**src/rtl/vector_issue_pkg.sv**
```systemverilog
// ============================================================================
// vector_issue_pkg : uop, exec lane and exec info types shared by issue/exec
// Rev 1.0
// ============================================================================
`default_nettype none

package vector_issue_pkg;

   localparam int VECTOR_REGISTERS   = 32;
   localparam int VECTOR_LANES       = 8;
   localparam int DATA_WIDTH         = 32;
   localparam int VECTOR_TICKET_BITS = 5;
   localparam int REG_BITS           = $clog2(VECTOR_REGISTERS);
   localparam int VL_BITS            = $clog2(VECTOR_LANES + 1);

   typedef struct packed {
      logic [REG_BITS-1:0]           src1;
      logic [REG_BITS-1:0]           src2;
      logic [REG_BITS-1:0]           dst;
      logic                          use_src1;
      logic                          use_src2;
      logic [VECTOR_TICKET_BITS-1:0] ticket;
      logic [5:0]                    funct6;
      logic [2:0]                    funct3;
      logic [VL_BITS-1:0]            vl;
      logic [VECTOR_LANES-1:0]       mask;
      logic                          is_rdc;
      logic                          head_uop;
      logic                          end_uop;
   } to_vector_issue;

   typedef struct packed {
      logic                  valid;
      logic                  mask;
      logic [DATA_WIDTH-1:0] data1;
      logic [DATA_WIDTH-1:0] data2;
   } to_vector_exec;

   typedef struct packed {
      logic [REG_BITS-1:0]           dst;
      logic [VECTOR_TICKET_BITS-1:0] ticket;
      logic [5:0]                    funct6;
      logic [2:0]                    funct3;
      logic [VL_BITS-1:0]            vl;
      logic                          is_rdc;
      logic                          head_uop;
      logic                          end_uop;
   } to_vector_exec_info;

   // A producer satisfies a pending source only when it carries the exact ticket recorded.
   function automatic logic producer_hit(input logic [VECTOR_LANES-1:0]       en,
                                         input logic [REG_BITS-1:0]           addr,
                                         input logic [VECTOR_TICKET_BITS-1:0] tkt,
                                         input logic [REG_BITS-1:0]           src,
                                         input logic [VECTOR_TICKET_BITS-1:0] sb_tkt);
      return (|en) && (addr == src) && (tkt == sb_tkt);
   endfunction

endpackage

`default_nettype wire

```
**src/rtl/vector_scoreboard.sv**
```systemverilog
// ============================================================================
// vector_scoreboard : per-register pending bit and producer ticket, two lookups
// Rev 1.0
// ============================================================================
`default_nettype none

module vector_scoreboard
   import vector_issue_pkg::*;
(
   input  logic                          clk,
   input  logic                          rst_n,
   input  logic                          set_en_i,
   input  logic [REG_BITS-1:0]           set_addr_i,
   input  logic [VECTOR_TICKET_BITS-1:0] set_ticket_i,
   input  logic [VECTOR_LANES-1:0]       wr_en_i,
   input  logic [REG_BITS-1:0]           wr_addr_i,
   input  logic [VECTOR_TICKET_BITS-1:0] wr_ticket_i,
   input  logic [REG_BITS-1:0]           lookup_a_i,
   input  logic [REG_BITS-1:0]           lookup_b_i,
   output logic                          pend_a_o,
   output logic [VECTOR_TICKET_BITS-1:0] ticket_a_o,
   output logic                          pend_b_o,
   output logic [VECTOR_TICKET_BITS-1:0] ticket_b_o,
   output logic                          any_pending_o
);

   logic [VECTOR_REGISTERS-1:0]   r_pending;
   logic [VECTOR_TICKET_BITS-1:0] r_ticket [VECTOR_REGISTERS];
   logic                          w_clr;

   assign w_clr = (|wr_en_i) && r_pending[wr_addr_i] && (r_ticket[wr_addr_i] == wr_ticket_i);

   // The set is written last so it overrides a same-cycle clear of that register.
   always_ff @(posedge clk or negedge rst_n) begin
      if (!rst_n) begin
         r_pending <= '0;
         for (int i = 0; i < VECTOR_REGISTERS; i++) r_ticket[i] <= '0;
      end else begin
         if (w_clr) r_pending[wr_addr_i] <= 1'b0;
         if (set_en_i) begin
            r_pending[set_addr_i] <= 1'b1;
            r_ticket[set_addr_i]  <= set_ticket_i;
         end
      end
   end

   assign pend_a_o      = r_pending[lookup_a_i];
   assign ticket_a_o    = r_ticket[lookup_a_i];
   assign pend_b_o      = r_pending[lookup_b_i];
   assign ticket_b_o    = r_ticket[lookup_b_i];
   assign any_pending_o = |r_pending;

endmodule

`default_nettype wire

```
**src/rtl/vector_issue.sv**
```systemverilog
// ============================================================================
// vector_issue : single-entry vector issue stage with scoreboard and forwarding
// Rev 1.0
// ============================================================================
`default_nettype none

module vector_issue
   import vector_issue_pkg::*;
(
   input  logic                                         clk,
   input  logic                                         rst_n,
   input  logic                                         uop_valid_i,
   input  to_vector_issue                               uop_i,
   output logic                                         uop_ready_o,
   output logic [REG_BITS-1:0]                          rf_addr_a_o,
   output logic [REG_BITS-1:0]                          rf_addr_b_o,
   input  logic [VECTOR_LANES-1:0][DATA_WIDTH-1:0]      rf_data_a_i,
   input  logic [VECTOR_LANES-1:0][DATA_WIDTH-1:0]      rf_data_b_i,
   output logic                                         valid_o,
   output to_vector_exec [VECTOR_LANES-1:0]             exec_data_o,
   output to_vector_exec_info                           exec_info_o,
   input  logic                                         ready_i,
   input  logic [VECTOR_LANES-1:0]                      frw_a_en_i,
   input  logic [REG_BITS-1:0]                          frw_a_addr_i,
   input  logic [VECTOR_LANES-1:0][DATA_WIDTH-1:0]      frw_a_data_i,
   input  logic [VECTOR_TICKET_BITS-1:0]                frw_a_ticket_i,
   input  logic [VECTOR_LANES-1:0]                      frw_b_en_i,
   input  logic [REG_BITS-1:0]                          frw_b_addr_i,
   input  logic [VECTOR_LANES-1:0][DATA_WIDTH-1:0]      frw_b_data_i,
   input  logic [VECTOR_TICKET_BITS-1:0]                frw_b_ticket_i,
   input  logic [VECTOR_LANES-1:0]                      wr_en_i,
   input  logic [REG_BITS-1:0]                          wr_addr_i,
   input  logic [VECTOR_LANES-1:0][DATA_WIDTH-1:0]      wr_data_i,
   input  logic [VECTOR_TICKET_BITS-1:0]                wr_ticket_i,
   output logic                                         issue_idle_o
);

   logic                                    r_held;
   to_vector_issue                          r_uop;
   logic                                    r_valid;
   to_vector_exec [VECTOR_LANES-1:0]        r_exec;
   to_vector_exec_info                      r_info;

   logic                                    w_pend1, w_pend2, w_any_pending;
   logic [VECTOR_TICKET_BITS-1:0]           w_sbt1, w_sbt2;
   logic                                    w_a1, w_b1, w_w1, w_a2, w_b2, w_w2;
   logic                                    w_ok1, w_ok2, w_fire;
   logic [VECTOR_LANES-1:0][DATA_WIDTH-1:0] w_op1, w_op2;

   vector_scoreboard u_sb (
      .clk           (clk),
      .rst_n         (rst_n),
      .set_en_i      (w_fire),
      .set_addr_i    (r_uop.dst),
      .set_ticket_i  (r_uop.ticket),
      .wr_en_i       (wr_en_i),
      .wr_addr_i     (wr_addr_i),
      .wr_ticket_i   (wr_ticket_i),
      .lookup_a_i    (r_uop.src1),
      .lookup_b_i    (r_uop.src2),
      .pend_a_o      (w_pend1),
      .ticket_a_o    (w_sbt1),
      .pend_b_o      (w_pend2),
      .ticket_b_o    (w_sbt2),
      .any_pending_o (w_any_pending)
   );

   assign w_a1 = w_pend1 & producer_hit(frw_a_en_i, frw_a_addr_i, frw_a_ticket_i, r_uop.src1, w_sbt1);
   assign w_b1 = w_pend1 & producer_hit(frw_b_en_i, frw_b_addr_i, frw_b_ticket_i, r_uop.src1, w_sbt1);
   assign w_w1 = w_pend1 & producer_hit(wr_en_i, wr_addr_i, wr_ticket_i, r_uop.src1, w_sbt1);
   assign w_a2 = w_pend2 & producer_hit(frw_a_en_i, frw_a_addr_i, frw_a_ticket_i, r_uop.src2, w_sbt2);
   assign w_b2 = w_pend2 & producer_hit(frw_b_en_i, frw_b_addr_i, frw_b_ticket_i, r_uop.src2, w_sbt2);
   assign w_w2 = w_pend2 & producer_hit(wr_en_i, wr_addr_i, wr_ticket_i, r_uop.src2, w_sbt2);

   assign w_ok1  = ~r_uop.use_src1 | ~w_pend1 | w_a1 | w_b1 | w_w1;
   assign w_ok2  = ~r_uop.use_src2 | ~w_pend2 | w_a2 | w_b2 | w_w2;
   assign w_fire = r_held & w_ok1 & w_ok2 & (~r_valid | ready_i);

   assign uop_ready_o  = ~r_held | w_fire;
   assign rf_addr_a_o  = r_uop.src1;
   assign rf_addr_b_o  = r_uop.src2;
   assign issue_idle_o = ~r_held & ~w_any_pending;

   // Later assignments take priority: forward A over B over writeback over the VRF.
   always_comb begin
      w_op1 = rf_data_a_i;
      w_op2 = rf_data_b_i;
      for (int k = 0; k < VECTOR_LANES; k++) begin
         if (w_w1 && wr_en_i[k])    w_op1[k] = wr_data_i[k];
         if (w_b1 && frw_b_en_i[k]) w_op1[k] = frw_b_data_i[k];
         if (w_a1 && frw_a_en_i[k]) w_op1[k] = frw_a_data_i[k];
         if (w_w2 && wr_en_i[k])    w_op2[k] = wr_data_i[k];
         if (w_b2 && frw_b_en_i[k]) w_op2[k] = frw_b_data_i[k];
         if (w_a2 && frw_a_en_i[k]) w_op2[k] = frw_a_data_i[k];
      end
   end

   always_ff @(posedge clk or negedge rst_n) begin
      if (!rst_n) begin
         r_held <= 1'b0;
         r_uop  <= '0;
      end else if (uop_valid_i && uop_ready_o) begin
         r_held <= 1'b1;
         r_uop  <= uop_i;
      end else if (w_fire) begin
         r_held <= 1'b0;
      end
   end

   always_ff @(posedge clk or negedge rst_n) begin
      if (!rst_n) begin
         r_valid <= 1'b0;
         r_exec  <= '0;
         r_info  <= '0;
      end else if (w_fire) begin
         r_valid <= 1'b1;
         for (int k = 0; k < VECTOR_LANES; k++) begin
            r_exec[k].valid <= (VL_BITS'(k) < r_uop.vl);
            r_exec[k].mask  <= r_uop.mask[k];
            r_exec[k].data1 <= w_op1[k];
            r_exec[k].data2 <= w_op2[k];
         end
         r_info.dst      <= r_uop.dst;
         r_info.ticket   <= r_uop.ticket;
         r_info.funct6   <= r_uop.funct6;
         r_info.funct3   <= r_uop.funct3;
         r_info.vl       <= r_uop.vl;
         r_info.is_rdc   <= r_uop.is_rdc;
         r_info.head_uop <= r_uop.head_uop;
         r_info.end_uop  <= r_uop.end_uop;
      end else if (ready_i) begin
         r_valid <= 1'b0;
      end
   end

   assign valid_o     = r_valid;
   assign exec_data_o = r_exec;
   assign exec_info_o = r_info;

endmodule

`default_nettype wire

```
**config.mk**
```make
export PLATFORM = sky130hd
export DESIGN_NAME = vector_issue
export DESIGN_NICKNAME = d
export VERILOG_FILES = /design/src/rtl/vector_issue_pkg.sv /design/src/rtl/vector_scoreboard.sv /design/src/rtl/vector_issue.sv
export SDC_FILE = /design/constraint.sdc
export NUM_CORES = 2
export LEC_CHECK = 0
export BUFFER_PORTS_ARGS = -buffer_cell sky130_fd_sc_hd__buf_2
export CELL_PAD_IN_SITES_DETAIL_PLACEMENT = 0
export CELL_PAD_IN_SITES_GLOBAL_PLACEMENT = 1
export CORE_AREA = 2 2 755 757
export CTS_CLUSTER_DIAMETER = 120
export DETAILED_ROUTE_END_ITERATION = 8
export DIE_AREA = 0 0 757 759
export GPL_TIMING_DRIVEN = 0
export PLACE_DENSITY_LB_ADDON = 0.25
export SLEW_MARGIN = 10
export SYNTH_ARGS = -nofsm -noshare
export SYNTH_HDL_FRONTEND = slang
export SYNTH_SLANG_ARGS = --single-unit
```
**constraint.sdc**
```tcl
create_clock -name clk -period 5.8 [get_ports clk]
set_clock_uncertainty 0.1 [all_clocks]
set_input_delay 0.29 -clock clk [delete_from_list [all_inputs] [get_ports clk]]
set_output_delay 0.29 -clock clk [all_outputs]
set_load 0.03 [all_outputs]
```
-- Yosys cells after proc, flatten, opt, wreduce, memory -nomap -nowiden
Index checks and enable logic that the tools add are counted.
- order comparisons: 19
- equality and inequality tests: 13
- multiplexer cells: 76
- reductions and logical operators: 72
- bitwise logic cells: 34
- operators with widths (cell ; count):
    $mux W32 ; 50
    $bwmux W160 ; 1
    $bmux W5 S5 ; 3
    $logic_and A1 B1 Y1 ; 66
    $eq A5 B5 Y1 ; 13
    $mux W5 ; 7
    $and A32 B32 Y32 ; 1
    $not A32 Y32 ; 1
    $or A32 B32 Y32 ; 1
    $reduce_or A32 Y1 ; 1
    $demux W5 S5 ; 1
    $ge A6 B6 Y1 const B ; 4
    $lt A5 B6 Y1 const B ; 4
    $not A5 Y6 ; 4
    $reduce_or A8 Y1 ; 3
    $lt A3 B4 Y1 const A ; 4
    $bmux W1 S5 ; 3
    $and A1 B1 Y1 ; 10
    $demux W1 S5 ; 2
    $ge A5 B1 Y1 const B ; 2
    $or A1 B1 Y1 ; 10
    $mux W1 ; 9
    $lt A1 B4 Y1 const A ; 2
    $lt A2 B4 Y1 const A ; 2
    3 further kinds ; 10
- bits of input ports: 1384
- register bits: 794

-- Longest topological paths before layout
- word-level depth: 16
- gate-level depth with buffers: 18
- gate-level depth less buffers: 10

-- By module
Synthesis repeated with hierarchy kept, for this count alone.
- cell total of the unflattened synthesis: 6017
- area total of the unflattened synthesis: 55493.2 sq um
- by module, submodules not included (module ; seq. area each (sq um) ; instances ; cells an instance ; area an instance (sq um)):
    vector_issue ; 15039.4 ; 1 ; 5114 ; 43254.0
    vector_scoreboard ; 4804.6 ; 1 ; 903 ; 12239.2

-- Worst setup path after synthesis
No wires, ideal clock.
- path kind: reg-to-output
- from: register r_uop, in the netlist rf_addr_b_o[1]
- to: output uop_ready_o
- setup slack: 1.635 ns
- cell stages (with the launch flop): 16
- data required time: 5.410 ns
- buffers on the path: 6
- arrival: 3.775 ns
- path through: dfrtp_1 > buf_4 > buf_8 > buf_4 > mux2i_1 > a22oi_1 > a21oi_1 > nor4_2 > xor2_1 > nor4_4 > a21oi_1 > and3_1 > buf_2 > buf_4 > buf_4 > o31ai_1
- word-level cells in the longest chain between the ends: 13
- RTL lines (element ; RTL line ; text):
    from (decl) ; vector_issue.sv:39 ; to_vector_issue r_uop;
    from (signal assigned) ; vector_issue.sv:104 ; r_uop <= uop_i;
    $not A5 Y6 (not written as such) ; vector_scoreboard.sv:50 ; assign ticket_b_o = r_ticket[lookup_b_i];
    $bmux W5 S5 ; vector_scoreboard.sv:50 ;
    $mux W5 (not written as such) (2 in series) ; vector_scoreboard.sv:50 ;
    $eq A5 B5 Y1 ; vector_issue_pkg.sv:56 ; return (|en) && (addr == src) && (tkt == sb_tkt);
    $logic_and A1 B1 Y1 ; vector_issue_pkg.sv:56 ;
    $and A1 B1 Y1 ; vector_issue.sv:71 ; assign w_a2 = w_pend2 & producer_hit(frw_a_en_i, frw_a_addr_i, frw_a_ticket_i, r_uop.src2, w_sbt2);
    $or A1 B1 Y1 (2 in series) ; vector_issue.sv:76 ; assign w_ok2 = ~r_uop.use_src2 | ~w_pend2 | w_a2 | w_b2 | w_w2;
    $or A1 B1 Y1 * ; vector_issue.sv:76 ;
    $and A1 B1 Y1 * (2 in series) ; vector_issue.sv:77 ; assign w_fire = r_held & w_ok1 & w_ok2 & (~r_valid | ready_i);
    $or A1 B1 Y1 * ; vector_issue.sv:79 ; assign uop_ready_o = ~r_held | w_fire;
    to (decl) ; vector_issue.sv:14 ; output logic uop_ready_o,
Every way passes the cells marked *; elsewhere a longest branch is shown, timed or not. The select of a mux whose other input is x is not followed.

-- Worst setup path in the final report
- from: register r_uop, in the netlist rf_addr_b_o[3]
- to: register r_exec, in the netlist exec_data_o[419]
- word-level cells in the longest chain between the ends: 12
- RTL lines (element ; RTL line ; text):
    $not A5 Y6 (not written as such) ; vector_scoreboard.sv:50 ;
    $bmux W5 S5 ; vector_scoreboard.sv:50 ;
    $mux W5 (not written as such) (2 in series) ; vector_scoreboard.sv:50 ;
    $eq A5 B5 Y1 ; vector_issue_pkg.sv:56 ;
    $logic_and A1 B1 Y1 ; vector_issue_pkg.sv:56 ;
    $and A1 B1 Y1 ; vector_issue.sv:71 ;
    $or A1 B1 Y1 (3 in series) ; vector_issue.sv:76 ;
    $and A1 B1 Y1 (2 in series) ; vector_issue.sv:77 ;
    to (decl) ; vector_issue.sv:41 ; to_vector_exec [VECTOR_LANES-1:0] r_exec;
Several ways; a longest one is shown, not always the timed one. The select of a mux whose other input is x is not followed.
A chain may end at the register's enable or synchronous reset.

==> results.txt <==
The largest fanout of any net on the critical path came out at 10. The chip width came out at 757 um. For the worst-skew pair, the clock arrives at the later sink with an insertion delay of 0.94 ns. The final-report max-slew violation count was 0. The pin count of the biggest net entering global routing came out at 129.

Fill cells in the final layout number 64500. The region available for standard cell placement spans 0.567 sq mm. The max capacitance violation total came out at 0.

Dividing the synthesized area by the synthesized cell count gives 10.4 sq um. The floorplan die area came out at 0.575 sq mm. The transition time at the pin with the least slew margin came out at 1.41 ns. The share of synthesized flip-flops with an asynchronous set or reset is 100%. The total chip power is 0.0521 W. The count of unresolved DRC violations after routing is 0. The number of nets with antenna violations after detailed routing came out at 0. The placed wire-length estimate after detailed placement is 550000 um. The post-synthesis instance area is 0.0539 sq mm.

The largest total area in the synthesized netlist belongs to sky130_fd_sc_hd__dfrtp_1. In this run the power density over the cells is 571 mW/mm^2. The final reports fail on setup timing. The setup path with the least slack is of type reg -> reg.

The final weighted congestion of routability-driven global placement came out at 0.980. The initial standard-cell utilization of the core came out at 9.50%. The required time of the critical path is 6.41 ns. The first-pass iteration count of the detailed router is 7. The endpoint identified for the worst register-to-register timing path is exec_data_o[419]$_DFFE_PN0P_.

1951 I/O pins were placed. The number of CTS-inserted buffers is 137. Sorting the synthesized cells by how often they occur yields sky130_fd_sc_hd__dfrtp_1, sky130_fd_sc_hd__mux2i_1, sky130_fd_sc_hd__mux2_2. The signal arrival time at the worst endpoint is 6.50 ns. The clock input transition at the sequential cells of the worst setup and hold paths is 0.05 ns. The number of rows in the core area is 277.

The tree is rooted in a sky130_fd_sc_hd__clkbuf_16. The count of final hold-check violations is 0. Dividing the detail-routed wire length by the instance count gives 39.2 um. The launching element type of the critical path is a flop.

The area added between synthesis and finish is 69.5%. The static leakage is 37.7 nW. The number of warnings reported in the yosys synthesis log is 0. The via count of the first global-routing pass was 63300. The number of levels the H-tree was split into came out at 4. The primary flip-flop cell chosen by synthesis mapping is sky130_fd_sc_hd__dfrtp_1. The port buffer count came out at 1937. Yosys attributes the largest share of cell area to sky130_fd_sc_hd__dfrtp_1, sky130_fd_sc_hd__mux2_4, sky130_fd_sc_hd__mux2i_1.

Across all layers, the routed design uses 64500 vias. The die is 759 um tall. The net count of the finished layout is 9708.

The setup slack of the worst register-to-register path is -0.1 ns. The first-pass GRT wire length is 783000 um. The worst hold path begins at frw_b_data_i[255]. Across all setup checks in the final design, the least slack found is -0.0958 ns.

TritonCTS built the clock tree. The number of sinks on the clock net is 793. The share of post-route cells with drive strength above 1 came out at 42.3%. Setup violations remaining at the end of the flow were counted as 6. Counting cells, the worst reg-to-reg path comes to 17. The upper clock frequency limit is 170 MHz.

Global routing used 21.2% of the available tracks. In the finished design, the share of the clock period the worst path needs comes to 102%. Setup repair after global routing could not meet its margin everywhere. The setup slack after placement is -2.37 ns. The number of synthesized flops with an enable pin is 0. Yosys mapped the design onto 59 distinct sky130hd cell types.

The number of vias per cell came out at 3.95. Subtracting the final worst setup slack from the clock period gives 5.90 ns. Following the worst setup path forward leads to its endpoint at exec_data_o[419]$_DFFE_PN0P_. The reg-to-reg startpoint is rf_addr_b_o[3]$_DFFE_PN0P_. The number of antenna violations at the first check in global routing is 441. The post-synth net total is 6560. The clock tree buffer depth came out at 4. The kind of capture point of the worst setup path is a flop. The worst vdd rail ir drop is 0.375 mV. The flow ran to the end, but the final reports show violations.

The number of DRC markers after the initial detailed-route iteration came out at 6441. The sum of routed wire length over all layers is 639000 um. The most instantiated library cell after synthesis is sky130_fd_sc_hd__dfrtp_1. The synthesized netlist cell count came out at 5176. The min-delay analysis places its worst path in the category in -> reg. The portion of the post-synthesis area used by sequential elements is 36.8%. The number of synthesized register bits came out at 793. The fraction of synthesized cell area taken by the top area cell type is 36.8%. The worst-case headroom to the max-slew limit came out at 6.09%. The critical path starts at rf_addr_b_o[3]$_DFFE_PN0P_.

Summed over all layers, the global routing overflow is 0.
through the flow:
| stage | utilization, % | cell area [sq um] | hold slack (ns) | std cells | TNS, ns |
|---|---|---|---|---|---|
| 2_1_floorplan | - | 53900 | -0.106 | 5176 | 0 |
| 3_3_place_gp | 12.9 | 73000 | 0.365 | 14600 | - |
| 3_5_place_dp | 13.3 | 75300 | 0.165 | 14800 | -979.73 |
| 4_1_cts | 15.9 | 90300 | 0.0000706 | 16000 | -0.0615 |
| 5_1_grt | 16.1 | 91200 | 0.0137 | 16200 | -0.0449 |
| 6_report | 16.1 | 91400 | 0.0212 | 16300 | -0.261 |
worst max-delay path, stage by stage (launching register included):
cell                       delay (ns)
sky130_fd_sc_hd__dfrtp_1         0.74
sky130_fd_sc_hd__or2_2           0.21
sky130_fd_sc_hd__buf_1           0.45
sky130_fd_sc_hd__a21oi_1         0.22
sky130_fd_sc_hd__nor4_4          0.31
sky130_fd_sc_hd__buf_4           0.19
sky130_fd_sc_hd__buf_12          0.12
sky130_fd_sc_hd__xor2_1          0.25
sky130_fd_sc_hd__nor4_4          0.06
sky130_fd_sc_hd__buf_4           0.20
sky130_fd_sc_hd__buf_6           0.16
sky130_fd_sc_hd__and2_2          0.30
sky130_fd_sc_hd__clkbuf_2        0.16
sky130_fd_sc_hd__buf_12          0.16
sky130_fd_sc_hd__clkbuf_1        0.28
sky130_fd_sc_hd__a221oi_1        1.21
sky130_fd_sc_hd__o31ai_1         0.18
sky130_fd_sc_hd__mux2_4          0.31
area by class of cell:
| type | count | area (sq um) | share of cell area [%] |
|---|---|---|---|
| Antenna cell | 356 | 891 | 0.975 |
| Timing Repair Buffer | 3014 | 20900 | 22.9 |
| Sequential cell | 793 | 19800 | 21.7 |
| Multi-Input combinational cell | 3824 | 32700 | 35.8 |
| Clock inverter | 59 | 688 | 0.753 |
| Buffer | 534 | 2960 | 3.24 |
| Clock buffer | 182 | 3900 | 4.27 |
| Tap cell | 7533 | 9430 | 10.3 |
| Inverter | 20 | 75.1 | 0.0822 |
worst min-delay path by stage:
| stage | end | slack (ns) | depth (start not counted) |
|---|---|---|---|
| final | exec_data_o[493]$_DFFE_PN0P_ | 0.02 | 4 |
| after global routing | exec_data_o[73]$_DFFE_PN0P_ | 0.01 | 4 |
| after CTS | exec_data_o[248]$_DFFE_PN0P_ | 0.00007 | 4 |
| after detailed placement | exec_data_o[489]$_DFFE_PN0P_ | 0.16 | 1 |
| after global placement | exec_data_o[292]$_DFFE_PN0P_ | 0.37 | 1 |
| after floorplan | exec_data_o[0]$_DFFE_PN0P_ | -0.11 | 0 |
kinds of logic after synthesis:
group,count (synthesis),share of synthesized area [%]
mux,1203,27.6
flops,793,36.8
compound gates,1665,21.6
simple gates,891,7.78
xor+xnor,65,1.11
buf+inv,559,5.10
cell usage in the layout (no fill, tap or decap), types with 42 or more instances in the layout:
| master | Yosys | routed |
|---|---|---|
| sky130_fd_sc_hd__buf_2 | 79 | 2011 |
| sky130_fd_sc_hd__dlygate4sd3_1 | 0 | 922 |
| sky130_fd_sc_hd__dfrtp_1 | 793 | 791 |
| sky130_fd_sc_hd__mux2i_1 | 431 | 395 |
| sky130_fd_sc_hd__diode_2 | 0 | 356 |
| sky130_fd_sc_hd__mux2_2 | 352 | 352 |
| sky130_fd_sc_hd__mux2_4 | 318 | 318 |
| sky130_fd_sc_hd__nand2_1 | 317 | 315 |
| sky130_fd_sc_hd__a21oi_1 | 299 | 290 |
| sky130_fd_sc_hd__nor2_1 | 278 | 271 |
| sky130_fd_sc_hd__clkbuf_1 | 340 | 267 |
| sky130_fd_sc_hd__o22ai_1 | 257 | 245 |
| sky130_fd_sc_hd__o31ai_1 | 262 | 245 |
| sky130_fd_sc_hd__a21boi_0 | 255 | 243 |
| sky130_fd_sc_hd__a221oi_1 | 255 | 174 |
| sky130_fd_sc_hd__clkbuf_16 | 0 | 140 |
| sky130_fd_sc_hd__o21ai_0 | 116 | 116 |
| sky130_fd_sc_hd__a22oi_1 | 106 | 105 |
| sky130_fd_sc_hd__buf_6 | 54 | 102 |
| sky130_fd_sc_hd__buf_4 | 30 | 100 |
| sky130_fd_sc_hd__a221oi_2 | 1 | 78 |
| sky130_fd_sc_hd__nand3_1 | 76 | 71 |
| sky130_fd_sc_hd__clkbuf_2 | 0 | 70 |
| sky130_fd_sc_hd__mux4_2 | 60 | 60 |
| sky130_fd_sc_hd__and2_1 | 58 | 55 |
| sky130_fd_sc_hd__o211ai_1 | 48 | 48 |
| sky130_fd_sc_hd__a222oi_1 | 46 | 46 |
| sky130_fd_sc_hd__mux2_1 | 42 | 42 |
where the power goes:
| part | switching, W | leakage (nW) | internal, W | total (W) |
|---|---|---|---|---|
| Sequential | 0.00237 | 9.51 | 0.00848 | 0.0108 |
| Combinational | 0.0204 | 25.9 | 0.0120 | 0.0324 |
| Clock | 0.00369 | 2.25 | 0.00516 | 0.00886 |
| Total | 0.0265 | 37.7 | 0.0257 | 0.0521 |
metal layers:
layer	global-route usage [%]	up-vias	share of wire, %
met5	0	-	0.17
met4	8.09	168	4.3
met3	5.33	971	7.3
met2	34.5	3504	46
met1	26.9	33200	42
li1	-	26700	-
sequential cells by signal, summed over array words and instances, names as in the netlist:
| name | flops |
|---|---|
| exec_data_o | 528 |
| exec_info_o | 25 |
| r_held | 1 |
| r_uop | 36 |
| rf_addr_a_o | 5 |
| rf_addr_b_o | 5 |
| u_sb.r_pending | 32 |
| u_sb.r_ticket | 160 |
| valid_o | 1 |
what timing repair did:
item | in CTS | in global routing
pin swaps | 16 | 0
hold buffers | 923 | 0
endpoints found under the hold margin | 792 | 0
setup endpoints to repair | 793 | 104
setup buffers | 29 | 1
gates resized for setup | 201 | 75
(Power assumes the default switching activity.)
